==> src/rtl/i2s_tx.sv <==
// Stereo I2S / left-justified transmitter with a one-deep valid/ready holding register.
// On underrun the previous frame is repeated and a one-clock underrun pulse is raised.
module i2s_tx #(
  parameter int unsigned DW   = 16,
  parameter int unsigned SLOT = 16,
  parameter int unsigned DIV  = 16,
  parameter int unsigned MODE = 0
) (
  input  logic          clock,
  input  logic          reset,
  input  logic [DW-1:0] l,
  input  logic [DW-1:0] r,
  input  logic          valid,
  output logic          ready,
  output logic [2:0]    i2s,
  output logic          underrun
);

  localparam int unsigned CW = (DIV > 1) ? $clog2(DIV) : 1;
  localparam int unsigned PW = $clog2(2 * SLOT);

  localparam logic [CW-1:0] C_LAST = CW'(DIV - 1);
  localparam logic [PW-1:0] P_LAST = PW'(2 * SLOT - 1);
  localparam logic [PW-1:0] P_SLOT = PW'(SLOT);
  localparam logic [PW-1:0] P_DW   = PW'(DW);

  logic [CW-1:0] c;
  logic          bck;
  logic          lrck;
  logic          sd;
  logic          full;
  logic [PW-1:0] p;
  logic [DW-1:0] frame_l, frame_r;
  logic [DW-1:0] hold_l, hold_r;

  logic          tick, fall, frame_start;
  logic [PW-1:0] p_next, p_lead, k;
  logic [DW-1:0] next_l, next_r, word, shifted;
  logic          ch, sd_next, lrck_next;

  always_comb begin
    tick        = (c == C_LAST);
    fall        = tick & bck;
    frame_start = fall & (p == P_LAST);
    p_next      = (p == P_LAST) ? '0 : p + 1'b1;
    p_lead      = (p_next == P_LAST) ? '0 : p_next + 1'b1;

    next_l = frame_l;
    next_r = frame_r;
    if (frame_start) begin
      if (full) begin
        next_l = hold_l;
        next_r = hold_r;
      end else if (valid) begin
        next_l = l;
        next_r = r;
      end
    end

    // Output bits are derived from the position being entered, so that the
    // frame-start fall already shows the MSB of the freshly loaded frame.
    ch        = (p_next >= P_SLOT);
    k         = ch ? p_next - P_SLOT : p_next;
    word      = ch ? next_r : next_l;
    shifted   = word << k;
    sd_next   = (k < P_DW) ? shifted[DW-1] : 1'b0;
    lrck_next = (MODE == 1) ? ch : (p_lead >= P_SLOT);
  end

  always_ff @(posedge clock) begin
    if (reset) begin
      c        <= '0;
      bck      <= 1'b0;
      p        <= '0;
      sd       <= 1'b0;
      lrck     <= 1'b0;
      frame_l  <= '0;
      frame_r  <= '0;
      hold_l   <= '0;
      hold_r   <= '0;
      full     <= 1'b0;
      underrun <= 1'b0;
    end else begin
      if (tick) begin
        c   <= '0;
        bck <= ~bck;
      end else begin
        c <= c + 1'b1;
      end

      if (fall) begin
        p    <= p_next;
        sd   <= sd_next;
        lrck <= lrck_next;
      end

      frame_l  <= next_l;
      frame_r  <= next_r;
      underrun <= frame_start & ~full & ~valid;

      // A bypass load at frame start consumes the pair directly into the frame.
      if (frame_start && full) begin
        full <= 1'b0;
      end else if (valid && !full && !frame_start) begin
        hold_l <= l;
        hold_r <= r;
        full   <= 1'b1;
      end
    end
  end

  assign ready = ~full;
  assign i2s   = {sd, lrck, bck};

endmodule

==> config.mk <==
export PLATFORM = sky130hd
export DESIGN_NAME = i2s_tx
export DESIGN_NICKNAME = d
export VERILOG_FILES = /design/src/rtl/i2s_tx.sv
export SDC_FILE = /design/constraint.sdc
export NUM_CORES = 1
export LEC_CHECK = 0
export CORE_UTILIZATION = 55
export DETAILED_ROUTE_END_ITERATION = 8
export GPL_ROUTABILITY_DRIVEN = 1
export GPL_TIMING_DRIVEN = 1
export PLACE_DENSITY = 0.79
export SETUP_SLACK_MARGIN = 0.1
export SYNTH_ARGS = -nofsm -noshare
export SYNTH_HDL_FRONTEND = slang
export SYNTH_SLANG_ARGS = --single-unit
==> constraint.sdc <==
create_clock -name clock -period 3.3 [get_ports clock]
set_input_delay 0.33 -clock clock [delete_from_list [all_inputs] [get_ports clock]]
set_output_delay 0.33 -clock clock [all_outputs]
set_load 0.03 [all_outputs]
Word level (Yosys, flattened, before mapping)
Index checks and enable logic that the tools add are counted.
{"block": "word_totals", "regBits": 78, "inputBits": 35, "output_inout_bits": 5, "elab_cells": 49}
{"block": "classes", "add_sub_neg": 4, "order_cmp": 3, "n_eq_ne": 3, "n_shift": 1, "n_mux": 11, "bitwise_logic": 8, "reduce_logical": 8}
{"operator": "16-bit 2-to-1 mux", "n": 7}
{"operator": "16-bit by 5-bit left shift with 16-bit output", "n": 1}
{"operator": "5-bit 2-to-1 mux", "n": 3}
{"operator": "5-bit by 1-bit adder with 5-bit output, second input constant", "n": 2}
{"operator": "5-bit equality test, second input constant", "n": 2}
{"operator": "5-bit greater-or-equal comparator, second input constant", "n": 2}
{"operator": "5-bit less-than comparator, second input constant", "n": 1}
{"operator": "5-bit subtractor, second input constant", "n": 1}
{"operator": "4-bit by 1-bit adder with 4-bit output, second input constant", "n": 1}
{"operator": "1-bit bitwise AND", "n": 4}
{"operator": "4-bit equality test, second input constant", "n": 1}
{"operator": "1-bit inverter", "n": 4}
{"operator": "2-bit OR reduction", "n": 2}
{"operator": "1-bit logical AND", "n": 3}
{"operator": "1-bit logical NOT", "n": 2}
{"operator": "2-bit AND reduction", "n": 1}
{"operator": "1-bit 2-to-1 mux", "n": 1}

Depth between registers and ports, before layout
Gate-level depths: netlist of the first run.
{"block": "logic_depth", "word_depth": 7, "ltp_mapped": 13, "ltp_nobuf": 10}

Least setup slack after synthesis of the first run
No wires, ideal clock.
{"block": "synth_path", "path_kind": "register to register", "start": "register p[0]", "end": "register sd", "setup_ns": 0.114, "arrival_ns": 2.557, "required_ns": 3.186, "slack_ns": 0.628, "stages_incl_launch_ff": 13, "path_buffers": 2, "synth_period_minus_slack_ns": 2.672, "cell_sequence": "dfxtp_1 > ha_1 > and3_1 > ha_1 > buf_2 > and3b_1 > and2_4 > buf_6 > a222oi_1 > mux2i_1 > o211a_1 > o31ai_2 > a21bo_1"}
{"block": "synth_via", "elab_chain_len": 6, "word_cells_on_any_way": 13, "cone_classes": "add/sub: 2; order compare: 2; eq/ne: 1; shift: 1; mux: 6; bitwise: 1"}
{"element": "start, declared", "line_no": "32", "text": "logic [PW-1:0] p;"}
{"element": "start signal, assigned", "line_no": "92", "text": "p <= p_next;"}
{"element": "5-bit by 1-bit adder with 5-bit output / 5-bit equality test (equally long branches)", "line_no": "45, 44"}
{"element": "5-bit 2-to-1 mux / 1-bit bitwise AND (equally long branches)", "line_no": "45, 44"}
{"element": "5-bit subtractor (tied with other cells)", "line_no": "63", "text": "k = ch ? p_next - P_SLOT : p_next;"}
{"element": "5-bit 2-to-1 mux / 16-bit 2-to-1 mux (equally long branches)", "line_no": "63, 64"}
{"element": "16-bit by 5-bit left shift with 16-bit output / 5-bit less-than comparator (equally long branches)", "line_no": "65, 66"}
{"element": "1-bit 2-to-1 mux (*)", "line_no": "66", "text": "sd_next = (k < P_DW) ? shifted[DW-1] : 1'b0;"}
{"element": "end signal, assigned", "line_no": "93", "text": "sd <= sd_next;"}
{"element": "end, declared", "line_no": "30", "text": "logic sd;"}
Every way passes the cells marked *; elsewhere a longest branch is shown, timed or not.
A chain may end at the register's enable or synchronous reset.

Worst setup path after layout of the first run
{"block": "layout_path", "start": "register p[1]", "end": "register sd"}
The elaborated chain is that of the path after synthesis.

==> results by group, run 1 <==
Die
  • IO Pins: 40
  • DIE HEIGHT: around 81 um
  • Starting Density: 0.5710
  • Cell row count: 28
  • Chip Width: 80.64 um
  • Core Box Area: 5956 sq um
  • Die Footprint: 6502 sq um

Worst setup path
  • Max incr delay on CP: slightly above 500 ps
  • Critical Path AT: around 3200 ps
  • Critical path peak fanout: 31
  • Slowest-stage cell, CP: a2111oi_0
  • Crit-path cells: ha_1 -> and3_1 -> ha_1 -> and3_1 -> and2_1 -> buf_4 -> a222oi_1 -> a2111oi_0 -> o31ai_1 -> a32oi_1 -> a21bo_1
  • Worst reg-to-reg path cell count: 11
  • Startpoint Class: flop
  • Worst path required time: 3600 ps
  • Crit end category: flop
  • Crit path kind: reg2reg

Logic synthesis
  • Ys async rst share: 0
  • Syn Nets: 447
  • Yosys warnings: 0
  • Post-synth EDFFs: 0
  • Register area share after synthesis: 0.4592
  • Post-synthesis cell count: 409
  • Top_reg_cell synth: dfxtp_1
  • Number of synthesized register bits: between 70 and 80
  • Netlist cell types: 52
  • Avg Cell Area, Syn: 8.315 sq um
  • Mapped Area: around 3400 sq um

Timing
  • Crit share post-route: 0.8836
  • Setup TNS: 0 ps
  • Min Clock Period, post-route: 2916 ps
  • RSZ-0062 raised after global routing: false
  • Least-Margin Pin Slew: around 1100 ps
  • Fmax: approximately 340 MHz
  • Clock skew: 4.803 ps
  • Slew Limit Headroom: 0.2347
  • Setup ws final: ~380 ps
  • Slew Limit Fails: 0
  • Finish-stage setup viols: 0
  • Final hold vios: 0

Place
  • Post-DP Area: around 3800 sq um
  • Setup Slack @ Placement: approximately 330 ps
  • Routability cong.: a little over 0.9
  • Port buffer count: 39
  • Detailed placer's ending HPWL: 5393 um

Finish
  • Most common cell after layout, fill and taps aside: nand2_1
  • Final Cell Area: 3946 sq um
  • Layout area overhead: 16.04%
  • Antenna cells: 0
  • Most frequent cells in the layout: nand2_1 (90), dfxtp_1 (78), a21oi_1 (44)
  • Layout cells sized above 1: 0.07323
  • Nets: 470

Global route
  • Overall Global Routing Usage: 0.2696
  • Largest net degree at the start of global routing: 45
  • Antenna violations before repair: 0
  • Grt total ovfl: 0
  • Vias in the first global route: 2823
  • First-pass GRT wire length: around 13000 um

Drt
  • WL final: approximately 8000 um
  • TritonRoute pass-1 iters: 6
  • Vias per Instance: 6.195
  • DRC viols: 0
  • Final ANT Viol Nets: 0
  • Routed len/inst: about 16 um
  • Initial drt markers: around 400
  • Total number of vias: ~3200

Run status
  • Outcome: finished, final reports clean

Power and ir drop
  • Psw: slightly above 0.4 mW
  • Power after layout: around 1.7 mW
  • Sequential power share: 0.571
  • VDD IR max: approximately 0.00027 V
  • Int Pwr: between 1 and 1.5 mW
  • Pwr Density: around 440 nW/um^2
  • Combinational Power Share: 0.071
  • Switching power share of the total: 0.2355
  • Leakage: 1.452 nW
  • Clk pwr share: 0.358

Run
  • MaxCap Viol Count: 0

Hold path
  • Hold path cells: 2
  • Hold Path Class: in2reg

Clock network
  • Worst-Skew Late Latency: around 350 ps
  • Cts hold-fix bufs: 0
  • Clock root cell: clkbuf_8
  • Worst-path clk slew: ~70 ps
  • CTS sink cnt: 78
  • CTS tree: done
  • CTS resizes: 0
  • Post-CTS Setup Bufs: 0
  • CTS Buf Count: 9
  • Max Buffers Root-to-Sink: 2
  • H-tree lvl count: 3
power by group through the flow:
stage                     clock (mW)  sequential [mW]  combinational (mW)
after global routing           0.670            0.986               0.135
after global placement             0             1.00               0.119
after detailed placement           0             1.00               0.121
after CTS                      0.629            0.983               0.122
final                          0.616            0.983               0.122
after floorplan                    0             1.00              0.0600
critical path: cells and delay by family, from the launching register on:
kind / cells / cell delay, ps
simple gates: 3 / 610
compound gates: 5 / 1110
buf+inv: 1 / 320
fa+ha+maj: 2 / 460
flops: 1 / 370
path summary, 6_finish.rpt:
| path | start | to | slack, ps |
|---|---|---|---|
| min reg2reg | hold_r[9]$_SDFFE_PP0P_ | frame_r[9]$_SDFF_PP0_ | 450 |
| max reg2reg | p[1]$_SDFFE_PP0P_ | sd$_SDFFE_PP0P_ | 380 |
| min | reset | hold_r[11]$_SDFFE_PP0P_ | 290 |
| max | p[1]$_SDFFE_PP0P_ | sd$_SDFFE_PP0P_ | 380 |
registers in the layout (all words and copies together), names as in the netlist:
signal / count
full: 1
p: 5
c: 4
bck: 1
hold_r: 16
frame_r: 16
frame_l: 16
sd: 1
lrck: 1
underrun: 1
hold_l: 16
area by class of cell:
type | instances | area (sq um)
tap | 75 | 93.84
clock buffer | 12 | 145.1
timing repair buffer | 50 | 467.9
fill | 514 | 2009
inverter | 5 | 18.77
sequential | 78 | 1562
multi-input combinational | 288 | 1637
clock inverter | 4 | 22.52
logic make-up (layout without fill, tap and decap cells):
| group | after synthesis | in the layout | share of synthesized area |
|---|---|---|---|
| AOI/OAI and AO/OA | 112 | 112 | 0.2351 |
| muxes | 3 | 3 | 0.009198 |
| xor gates and xnor gates | 4 | 4 | 0.01030 |
| adders and majority gates | 3 | 3 | 0.01104 |
| and+or+nand+nor | 166 | 166 | 0.2149 |
| buffers and inverters | 43 | 71 | 0.06034 |
| DFF | 78 | 78 | 0.4592 |
stage by stage:
step                  util  hold WS, ps  cells
floorplan                -        431.9    409
global placement    0.6340        436.2    496
detailed placement  0.6340        444.4    496
CTS                 0.6622        273.2    512
global route        0.6626        286.4    512
finish              0.6626        294.3    512
synthesized netlist by cell type (3+ instances only):
cell type,number,area (sq um)
dfxtp_1,78,1562
xnor2_1,4,35.03
nand4_1,3,18.77
nand2_1,90,337.8
nor2_1,33,123.9
inv_1,5,18.77
ha_1,3,37.54
a31oi_1,5,31.28
a222oi_1,21,210.2
a311oi_1,4,35.03
clkbuf_1,20,75.07
buf_2,8,40.04
a221oi_1,5,43.79
a211oi_1,5,37.54
buf_6,3,33.78
a21oi_1,44,220.2
nand3_1,9,45.04
o21ai_0,5,25.02
buf_1,4,15.01
and3_1,9,56.30
buf_4,3,22.52
a22oi_1,6,45.04
nor3_1,6,30.03
layer usage:
metal | global-route usage | share of wire | wire length [um] | up-vias
li1 | - | - | - | 1525
met1 | 0.3471 | 0.45 | 3641 | 1514
met2 | 0.4432 | 0.47 | 3831 | 120
met3 | 0.04545 | 0.059 | 476 | 13
met4 | 0.1107 | 0.018 | 147 | 0
met5 | 0 | 0 | 0 | -
Power figures use the tool's default switching activity.
==> run 2, diff against run 1 <==
- CAP_MARGIN: unset -> 20
==> results by group, run 2 (synthesis results as in run 1) <==
Worst setup path
  • Reg2reg start: p[1]$_SDFFE_PP0P_
  • Critical Path AT: 3150 ps (-60 ps)
  • Crit end category: flop
  • Crit path kind: reg2reg
  • Startpoint Class: flop
  • RR Endpoint: sd$_SDFFE_PP0P_
  • Worst reg-to-reg path cell count: 11 (unchanged)
  • Critical path peak fanout: 17 (-45%)
  • Worst path required time: 3550 ps (-50 ps)
  • R2R Setup Slk: 400 ps (+20 ps)

Timing
  • Final hold vios: 0 (unchanged)
  • Fmax: 345.2 MHz (+0.65%)
  • RSZ-0062 raised after global routing: false
  • Least-Margin Pin Slew: 698.8 ps (-449.2 ps)
  • Min Clock Period, post-route: 2897 ps (-18.71 ps)
  • Slew Limit Headroom: 0.5341 (+0.2995)
  • Setup TNS: 0 ps (unchanged)
  • Crit share post-route: 0.8780 (-0.005669)
  • Worst hold slack: 289.1 ps (-5.129 ps)
  • Finish-stage setup viols: 0 (unchanged)
  • Slew Limit Fails: 0 (unchanged)
  • Clock skew: 6.457 ps (+1.654 ps)

Finish
  • Layout area overhead: 17.77%
  • Layout cells sized above 1: 0.08219 (+0.008965)
  • Most common cell after layout, fill and taps aside: nand2_1
  • Final Core Density: 0.6725 (+0.009874)
  • Layout fillers: 517 (+0.58%)
  • Most frequent cells in the layout: nand2_1 (90), dfxtp_1 (78), a21oi_1 (44)
  • Antenna cells: 0 (unchanged)
  • Nets: 471 (+0.21%)

Die
  • Cell row count: 28 (unchanged)
  • Core Box Area: 5956 sq um (unchanged)
  • DIE HEIGHT: 80.64 um (unchanged)
  • Starting Density: 0.5710 (unchanged)
  • Chip Width: 80.64 um (unchanged)
  • IO Pins: 40 (unchanged)
  • Die Footprint: 6502 sq um (unchanged)

Hold path
  • Hold path cells: 2 (unchanged)
  • HP Start: reset
  • Hold Path Class: in2reg
  • Hold path endpoint: hold_r[11]$_SDFFE_PP0P_

Power and ir drop
  • Pwr Density: 460.6 nW/um^2 (+5.6%)
  • Leakage: 1.468 nW (+1.1%)
  • VDD IR max: 0.0002991 V (+12%)
  • Power after layout: 1.845 mW (+7.2%)

Place
  • Port buffer count: 39 (unchanged)
  • Detailed placer's ending HPWL: 5493 um (+1.8%)
  • Routability cong.: 0.9112 (unchanged)

Clock network
  • Post-CTS Setup Bufs: 0 (unchanged)
  • CTS tree: done
  • Worst-Skew Late Latency: 350 ps (about the same)
  • H-tree lvl count: 3 (unchanged)
  • Clock root cell: clkbuf_8
  • CTS sink cnt: 78 (unchanged)
  • Worst-path clk slew: 80 ps (about the same)
  • CTS Buf Count: 9 (unchanged)
  • Max Buffers Root-to-Sink: 2 (unchanged)

Drt
  • Total number of vias: 3190 (+0.57%)
  • Vias per Instance: 6.218 (+0.37%)
  • Final ANT Viol Nets: 0 (unchanged)
  • Initial drt markers: 425 (+6.5%)
  • Routed len/inst: 16.22 um (+2.6%)
  • TritonRoute pass-1 iters: 8 (+2)
  • WL final: 8320 um (+2.8%)
  • DRC viols: 0 (unchanged)

Global route
  • Grt total ovfl: 0 (unchanged)
  • Largest net degree at the start of global routing: 45 (unchanged)
  • Antenna violations before repair: 0 (unchanged)
  • Overall Global Routing Usage: 0.2765 (+0.006927)
  • Vias in the first global route: 2869 (+1.6%)
  • First-pass GRT wire length: 13660 um (+2.7%)

Run
  • MaxCap Viol Count: 0 (unchanged)

Run status
  • Outcome: finished, final reports clean
## run 2: changes by cell type in the layout (fill, tap and decap cells not counted), sizes merged
cell / change
buf: +1
bufinv: +1
clkbuf: -1
clkinv: -2
clkinvlp: +2
## run 2: through the flow
step           instance area [sq um]  cells  setup WS [ps]
3_5_place_dp                    3791    497          314.6
6_report                        4005    513          402.8
5_1_grt                         4005    513          141.9
2_1_floorplan                   3401    409          628.3
4_1_cts                         4000    513          285.1
3_3_place_gp                    3776    496          482.2
## run 2: routing by layer
metal / share of wire / track usage / wire (um) / vias up
met3: 0.069 / 0.04432 / 578 / 20
met1: 0.44 / 0.3541 / 3697 / 1498
li1: - / - / - / 1532
met5: 0 / 0 / 0 / -
met4: 0.020 / 0.1232 / 169 / 0
met2: 0.47 / 0.4542 / 3874 / 140
## run 2: area by class of cell
| class | count | area, sq um | area share |
|---|---|---|---|
| Timing Repair Buffer | 51 | 483.0 | 0.1206 |
| Tap cell | 75 | 93.84 | 0.02343 |
| Sequential cell | 78 | 1562 | 0.3899 |
| Inverter | 5 | 18.77 | 0.004686 |
| Multi-Input combinational cell | 288 | 1639 | 0.4092 |
| Clock buffer | 11 | 151.4 | 0.03780 |
| Clock inverter | 5 | 57.56 | 0.01437 |
## run 2: worst max-delay path, stage by stage (launching register included)
cell      delay [ps]
dfxtp_1          370
ha_1             190
and3_1           170
ha_2             230
o211ai_1         170
or2_4            330
buf_4            210
a222oi_1         360
mux2i_1          130
o211a_1          240
o31ai_2          170
a21bo_1          220
## run 2: repair_timing
| item | in CTS | in global routing |
|---|---|---|
| hold buffers | 0 | 0 |
| resized for setup | 0 | 2 |
| endpoints found under the setup margin | 0 | 1 |
## run 2: worst max path at each step
stage	cells past startpoint	slack [ps]	to	from
final	11	400	sd$_SDFFE_PP0P_	p[1]$_SDFFE_PP0P_
after global routing	11	140	sd$_SDFFE_PP0P_	p[1]$_SDFFE_PP0P_
after CTS	11	290	sd$_SDFFE_PP0P_	p[1]$_SDFFE_PP0P_
after detailed placement	11	310	sd$_SDFFE_PP0P_	p[1]$_SDFFE_PP0P_
after global placement	11	480	sd$_SDFFE_PP0P_	p[1]$_SDFFE_PP0P_
after floorplan	12	630	sd$_SDFFE_PP0P_	p[0]$_SDFFE_PP0P_
## run 2: power by group
| part | internal (mW) | switching, mW | total, mW | leakage (nW) |
|---|---|---|---|---|
| Sequential | 0.966 | 0.0163 | 0.983 | 0.634 |
| Combinational | 0.0606 | 0.0648 | 0.125 | 0.736 |
| Clock | 0.389 | 0.348 | 0.737 | 0.0976 |
